File: config.mk
export PLATFORM = sky130hd
export DESIGN_NAME = cla
export DESIGN_NICKNAME = d
export VERILOG_FILES = /design/src/rtl/cla.sv
export SDC_FILE = /design/constraint.sdc
export NUM_CORES = 1
export LEC_CHECK = 0
export BUFFER_PORTS_ARGS = -buffer_cell sky130_fd_sc_hd__buf_4
export CORE_UTILIZATION = 35
export DETAILED_ROUTE_END_ITERATION = 16
export HOLD_SLACK_MARGIN = 0.05
export PLACE_DENSITY_LB_ADDON = 0.12
export RECOVER_POWER = 100
export SKIP_LAST_GASP = 1
export SYNTH_ARGS = -nofsm -noshare
export SYNTH_HDL_FRONTEND = slang
export SYNTH_SLANG_ARGS = --single-unit
export TNS_END_PERCENT = 30
File: constraint.sdc
create_clock -name clock -period 4.45 [get_ports clock]
set_input_delay 0.89 -clock clock [delete_from_list [all_inputs] [get_ports clock]]
set_output_delay 0.89 -clock clock [all_outputs]
set_load 0.05 [all_outputs]
File: src/rtl/cla.sv
// cla: 32-bit two-level carry-lookahead adder with carry/overflow flags and a registered copy.
module cla_grp (
  input  logic [3:0] g,
  input  logic [3:0] p,
  input  logic       ci,
  output logic [3:0] c,
  output logic       gg,
  output logic       pg
);
  always_comb begin
    c[0] = ci;
    c[1] = g[0] | (p[0] & ci);
    c[2] = g[1] | (p[1] & g[0]) | (p[1] & p[0] & ci);
    c[3] = g[2] | (p[2] & g[1]) | (p[2] & p[1] & g[0]) | (p[2] & p[1] & p[0] & ci);
    gg   = g[3] | (p[3] & g[2]) | (p[3] & p[2] & g[1]) | (p[3] & p[2] & p[1] & g[0]);
    pg   = &p;
  end
endmodule

module cla #(
  parameter int DATA_WIDTH = 32
) (
  output logic [DATA_WIDTH-1:0] Z,
  input  logic [DATA_WIDTH-1:0] A,
  input  logic [DATA_WIDTH-1:0] B,
  input  logic                  clock,
  input  logic                  clear,
  output logic                  cout,
  output logic                  ovf,
  output logic [DATA_WIDTH-1:0] Z_q,
  output logic                  cout_q,
  output logic                  ovf_q
);
  localparam int NG = DATA_WIDTH / 4;
  logic [DATA_WIDTH-1:0] g, p, c;
  logic [NG-1:0] gg, pg;
  logic [NG:0] gc;
  logic [DATA_WIDTH-1:0] z_d;
  logic cout_d, ovf_d;
  assign g = A & B;
  assign p = A ^ B;
  for (genvar k = 0; k < NG; k++) begin : g_grp
    cla_grp u_grp (
      .g (g[4*k +: 4]),
      .p (p[4*k +: 4]),
      .ci(gc[k]),
      .c (c[4*k +: 4]),
      .gg(gg[k]),
      .pg(pg[k])
    );
  end
  // each group carry is an independent OR of AND terms; nothing chains between groups
  always_comb begin
    logic t;
    gc = '0;
    for (int j = 1; j <= NG; j++) begin
      t = 1'b0;
      for (int k = 0; k < j; k++) t &= pg[k];
      gc[j] = t;
      for (int i = 0; i < j; i++) begin
        t = gg[i];
        for (int k = i + 1; k < j; k++) t &= pg[k];
        gc[j] |= t;
      end
    end
  end
  assign Z    = p ^ c;
  assign cout = gc[NG];
  assign ovf  = (A[DATA_WIDTH-1] == B[DATA_WIDTH-1]) && (Z[DATA_WIDTH-1] != A[DATA_WIDTH-1]);
  always_comb begin
    z_d    = Z;
    cout_d = cout;
    ovf_d  = ovf;
  end
  always_ff @(posedge clock or negedge clear) begin
    if (!clear) begin
      Z_q    <= '0;
      cout_q <= 1'b0;
      ovf_q  <= 1'b0;
    end else begin
      Z_q    <= z_d;
      cout_q <= cout_d;
      ovf_q  <= ovf_d;
    end
  end
endmodule

Yosys cells after proc, flatten, opt, wreduce, memory -nomap -nowiden:

Cells that the tools add are included.

* output and inout bits: 68
* logic and storage cells: 248
* flip-flop bits (word level): 34

* reductions and logical operators: 8
* bitwise operators: 235
* equal/unequal tests: 2

Operators by type and width (count)
* $and 1x1->1: 135
* $or 1x1->1: 97
* $xor 32x32->32: 2
* $and 32x32->32: 1
* $reduce_and 4->1: 7
* $eq 1x1->1: 1
* $logic_and 1x1->1: 1
* $ne 1x1->1: 1

Depth between registers and ports, before layout:

* depth after elaboration: 22
* mapped depth: 10

Cells and area by module:

From an unflattened synthesis, not the netlist that was laid out.

* cells, all modules: 221
* area, all modules: 2202.1 µm²

Modules (own cells, without submodules)
* cla: cells each 117, area each 1661.6 µm², sequential area each 850.8 µm², instances 1
* cla_grp: cells each 13, area each 67.6 µm², sequential area each 0.0 µm², instances 8

Least setup slack after synthesis:

No wires, ideal clock.

* path kind: input to output
* start: input A[5]
* end: output Z[29]
* path buffers: 0
* slack: -114 ps
* data arrival time: 3674 ps
* stages on the path: 10
* cell sequence: ha_1 > a21oi_1 > o21ai_1 > a221oi_4 > nand2_1 > a21oi_1 > o21ai_0 > a21o_1 > fa_1 > xor2_1

* word-level cells in the longest chain between the ends: 18
* elaborated cells between the ends (all ways): 28

Ends and longest elaborated chain
* start: declaration: line 24 `input logic [DATA_WIDTH-1:0] A,`
* $and 32x32->32 / $xor 32x32->32 (equally long branches): line 40, 41
* $and 1x1->1: line 15 `gg = g[3] | (p[3] & g[2]) | (p[3] & p[2] & g[1]) | (p[3] & p[2] & p[1] & g[0]);`
* $or 1x1->1 / $and 1x1->1 (equally long branches): line 15
* $or 1x1->1: line 15
* $and 1x1->1 (5 in series): line 62 `for (int k = i + 1; k < j; k++) t &= pg[k];`
* $or 1x1->1 (*) (6 in series): line 63 `gc[j] |= t;`
* $and 1x1->1 (*): line 12 `c[1] = g[0] | (p[0] & ci);`
* $or 1x1->1 (*): line 12
* $xor 32x32->32 (*): line 67 `assign Z = p ^ c;`
* end: declaration: line 23 `output logic [DATA_WIDTH-1:0] Z,`

Mark *: on every way between the ends. The rest lies on a longest branch, timed or not.

Worst setup path in the final report:

Same ends and word-level chain as after synthesis.

==> Flow_metrics.wiki <==
{| class="wikitable"
! Metric !! Value
|-
| Layout Area Growth over Synthesis || 50.1%
|-
| Maximum number of pins on one net before global-route repair || 35
|-
| Via count || 2,004
|-
| Row Count || 28
|-
| Delay-heaviest family, CP || compound AO/OA/AOI/OAI gates
|-
| Setup Fix Bufs, Post-CTS || 0
|-
| Initial antenna violation count || 0
|-
| Ports || approximately 130
|-
| Number of global-route vias before repair || 1,969
|-
| Pre-CTS setup slack || 0.0646 ns
|-
| Leakage power || 1.64 nW
|-
| Number of H-tree levels || 2
|-
| Crit Path Max Fanout || 3
|-
| P per Cell Area || 458 nW/um^2
|-
| Wire per inst || 13.8 um
|-
| GR Overflow Total || 0
|-
| Crit share post-route || 0.965
|-
| Post-route design area || 3330 um^2
|-
| Die W || 81.6 um
|-
| Largest incremental delay on the critical path || 0.41 ns
|-
| Area share of fa/ha/maj cells after synthesis || 0.253
|-
| Total count of hold-check failures in the final report || 0
|-
| Violated checks || max-capacitance violations, max-slew violations
|-
| Floorplan die area || about 6700 um^2
|-
| Final estimated routing congestion in global placement || 0.785
|-
| Port bufs || 133
|-
| DIE HEIGHT || 81.6 um
|-
| CP required || ~3.6 ns
|-
| Status || finished, violations left
|-
| Portion of netlist area occupied by mux cells || 0.00507
|-
| Worst min-delay path class || in -> reg
|-
| Post-synthesis share of cell area spent on and, or, nand and nor gates || 0.0812
|-
| Number of instances in the synthesized netlist || 196
|-
| Max-slew violations || 35
|-
| Cts bufs inserted || 5
|-
| Clock period minus worst slack || 4.29 ns
|-
| Crit start category || input port
|-
| Avg Vias per Cell || 4.77
|-
| Final core utilization || 0.553
|-
| Post-detailed-route count of antenna-violating nets || 0
|-
| DP Area || 3380 um^2
|-
| Core area || 6030 um^2
|-
| Type of the worst setup path || in -> out
|-
| Nets in the synthesized netlist || approximately 300
|-
| Worst voltage drop across the vdd grid || 0.255 mV
|-
| Main combinational cell family by area after synthesis || adder cells
|-
| Met3 capacity usage during global routing || 0.0522
|-
| Crit path max-delay cell type || sky130_fd_sc_hd__fa_1
|-
| Detailed-router iteration count before antenna repair || 4
|-
| Clock root buffer || sky130_fd_sc_hd__clkbuf_8
|-
| Destination of the critical timing path || Z[29]
|-
| Achievable frequency || 233 MHz
|-
| Clk pin slew, worst setup/hold paths || about 0.070 ns
|-
| Path length in cells of the critical path || 12
|-
| Number of max-capacitance violations reported || 1
|-
| Setup violations, final || 0
|-
| Most Crowded Layer GR || met2
|-
| Met1 track utilization from global routing || 0.208
|-
| Worst Max-Slew Pin Slew || 1.90 ns
|-
| Synthesis-stage register bit count || 34
|-
| Fill cells || 569
|-
| Initial DRC Count || 53
|-
| Count of inserted antenna diode cells || 0
|-
| Post-Synth XOR/XNOR Area || 0.0908
|-
| Half-perimeter wire length of the detailed placement result || 4.88 mm
|-
| Routing usage on met2 || 0.318
|-
| Net total in the final layout || 450
|-
| Count of unique library cells instantiated by Yosys || 32
|-
| Mean instance size in the synthesized netlist || approximately 11 um^2
|-
| TritonCTS clock tree || yes
|-
| Data arrival, critical path || 3.40 ns
|-
| Fraction of final layout cells sized beyond drive strength 1 || 0.345
|-
| Most common cell type on the critical path || sky130_fd_sc_hd__buf_4
|-
| Highest-count cells in the layout ignoring fill and taps || 95 x sky130_fd_sc_hd__buf_4, 42 x sky130_fd_sc_hd__clkbuf_1, 34 x sky130_fd_sc_hd__dfrtp_1, 32 x sky130_fd_sc_hd__ha_1, 13 x sky130_fd_sc_hd__nand2_1
|-
| TritonCTS sink count || 34
|-
| Synth Cell Area || 2220 um^2
|-
| Most common library cell in the layout ignoring fill and taps || sky130_fd_sc_hd__buf_4
|-
| Worst max-slew margin expressed relative to the limit || -0.267
|-
| Wire length of the first global-routing pass || 9.10 mm
|-
| Worst path setup slack after routing || 0.156 ns
|-
| Critical path launch point || A[5]
|-
| Worst-case clock buffer depth || 2
|-
| Number of warnings printed during yosys synthesis || 0
|-
| Crit path buf inv count || 2
|-
| CP Cell Sequence || buf_4, ha_1, a21oi_1, o21ai_1, a221oi_4, nand2_1, a21oi_2, o21ai_0, a21o_1, fa_1, xor2_2, buf_4
|-
| Sequential fraction of the synthesis area || 0.383
|-
| Detailed-route DRC error count || 0
|-
| Type of element capturing the critical path || primary output
|-
| Final setup TNS || 0 ns
|-
| Post-Route WL || 5.79 mm
|-
| Complex-gate fraction of the synthesized area || 0.172
|-
| Starting density of the core || 0.368
|-
| Gr usage total || 0.181
|}
==> cell usage after synthesis <==
master / instances / share of area
sky130_fd_sc_hd__o21ai_0: 7 / 0.016
sky130_fd_sc_hd__ha_1: 32 / 0.18
sky130_fd_sc_hd__and4_1: 1 / 0.0039
sky130_fd_sc_hd__o211ai_1: 1 / 0.0034
sky130_fd_sc_hd__o21ai_1: 2 / 0.0045
sky130_fd_sc_hd__a21oi_1: 13 / 0.029
sky130_fd_sc_hd__inv_1: 9 / 0.015
sky130_fd_sc_hd__a221oi_4: 1 / 0.012
sky130_fd_sc_hd__a31oi_1: 1 / 0.0028
sky130_fd_sc_hd__o21bai_1: 4 / 0.014
sky130_fd_sc_hd__fa_1: 8 / 0.072
sky130_fd_sc_hd__a21oi_2: 3 / 0.012
sky130_fd_sc_hd__a21o_1: 10 / 0.034
sky130_fd_sc_hd__xnor2_1: 10 / 0.039
sky130_fd_sc_hd__o21a_1: 1 / 0.0034
sky130_fd_sc_hd__nand4_1: 2 / 0.0056
sky130_fd_sc_hd__nor2b_1: 1 / 0.0028
sky130_fd_sc_hd__or3_1: 2 / 0.0056
sky130_fd_sc_hd__nand3_1: 5 / 0.011
sky130_fd_sc_hd__nand2_1: 13 / 0.022
sky130_fd_sc_hd__nor3_1: 2 / 0.0045
sky130_fd_sc_hd__nor3_2: 1 / 0.0045
sky130_fd_sc_hd__a211oi_1: 2 / 0.0068
sky130_fd_sc_hd__a31o_2: 2 / 0.0079
sky130_fd_sc_hd__mux2_1: 1 / 0.0051
sky130_fd_sc_hd__a2111oi_4: 1 / 0.012
sky130_fd_sc_hd__a2111oi_2: 1 / 0.0068
sky130_fd_sc_hd__o2111ai_1: 2 / 0.0079
sky130_fd_sc_hd__dfrtp_1: 34 / 0.38
sky130_fd_sc_hd__xor2_1: 13 / 0.051
sky130_fd_sc_hd__nand2b_1: 2 / 0.0056
sky130_fd_sc_hd__nor2_1: 9 / 0.015
==> power by group <==
part	switching, mW	leakage [nW]	total, mW	internal, mW
Clock	0.113	0.0482	0.238	0.125
Combinational	0.666	1.19	0.901	0.235
Sequential	0.0152	0.398	0.387	0.372
==> cells by family (layout without fill, tap and decap cells) <==
| kind of cell | count (synthesis) | count (layout) |
|---|---|---|
| AO/OA/AOI/OAI | 51 | 51 |
| adder cells (fa/ha/maj) | 40 | 40 |
| AND/OR/NAND/NOR | 38 | 38 |
| flip-flops | 34 | 34 |
| XOR/XNOR | 23 | 23 |
| buffers and inverters | 9 | 158 |
| multiplexers | 1 | 1 |
==> what timing repair did <==
item,in CTS,in global routing
resized for setup,0,5
endpoints found under the setup margin,0,3
endpoints found under the hold margin,0,0
hold buffers,0,0
==> sequential cells by signal (all words and copies together) (netlist names) <==
signal,cells
ovf_q,1
Z_q,32
cout_q,1
==> per-stage QoR <==
stage               total power [mW]  instances  hold slack (ns)
floorplan                       1.05        196            0.594
global placement                1.36        412            0.872
detailed placement              1.36        412            0.881
CTS                             1.61        420            0.562
global route                    1.61        420            0.861
finish                          1.53        420            0.856
==> per-layer routing <==
metal,part of all wire,vias up
li1,-,995
met1,0.41,922
met2,0.49,78
met3,0.085,9
met4,0.016,0
met5,0,-
==> worst min-delay path by stage <==
stage,start,depth (start not counted),endpoint
6_report,B[0],2,Z_q[0]
5_1_grt,B[0],2,Z_q[0]
4_1_cts,clear,1,Z_q[20]
3_5_place_dp,clear,1,Z_q[12]
3_3_place_gp,clear,1,Z_q[31]
2_1_floorplan,clear,0,Z_q[0]
==> layout make-up <==
cell class / count / area, um^2 / share of cell area
clock buffers: 7 / 86.3 / 0.0259
multi-input cells: 153 / 1350 / 0.406
inverters: 9 / 33.8 / 0.0101
repair buffers: 141 / 908 / 0.273
flip-flops and latches: 34 / 851 / 0.255
clock inverters: 1 / 5.00 / 0.00150
well taps: 75 / 93.8 / 0.0282
No activity file was read; power rests on OpenSTA's default activity.
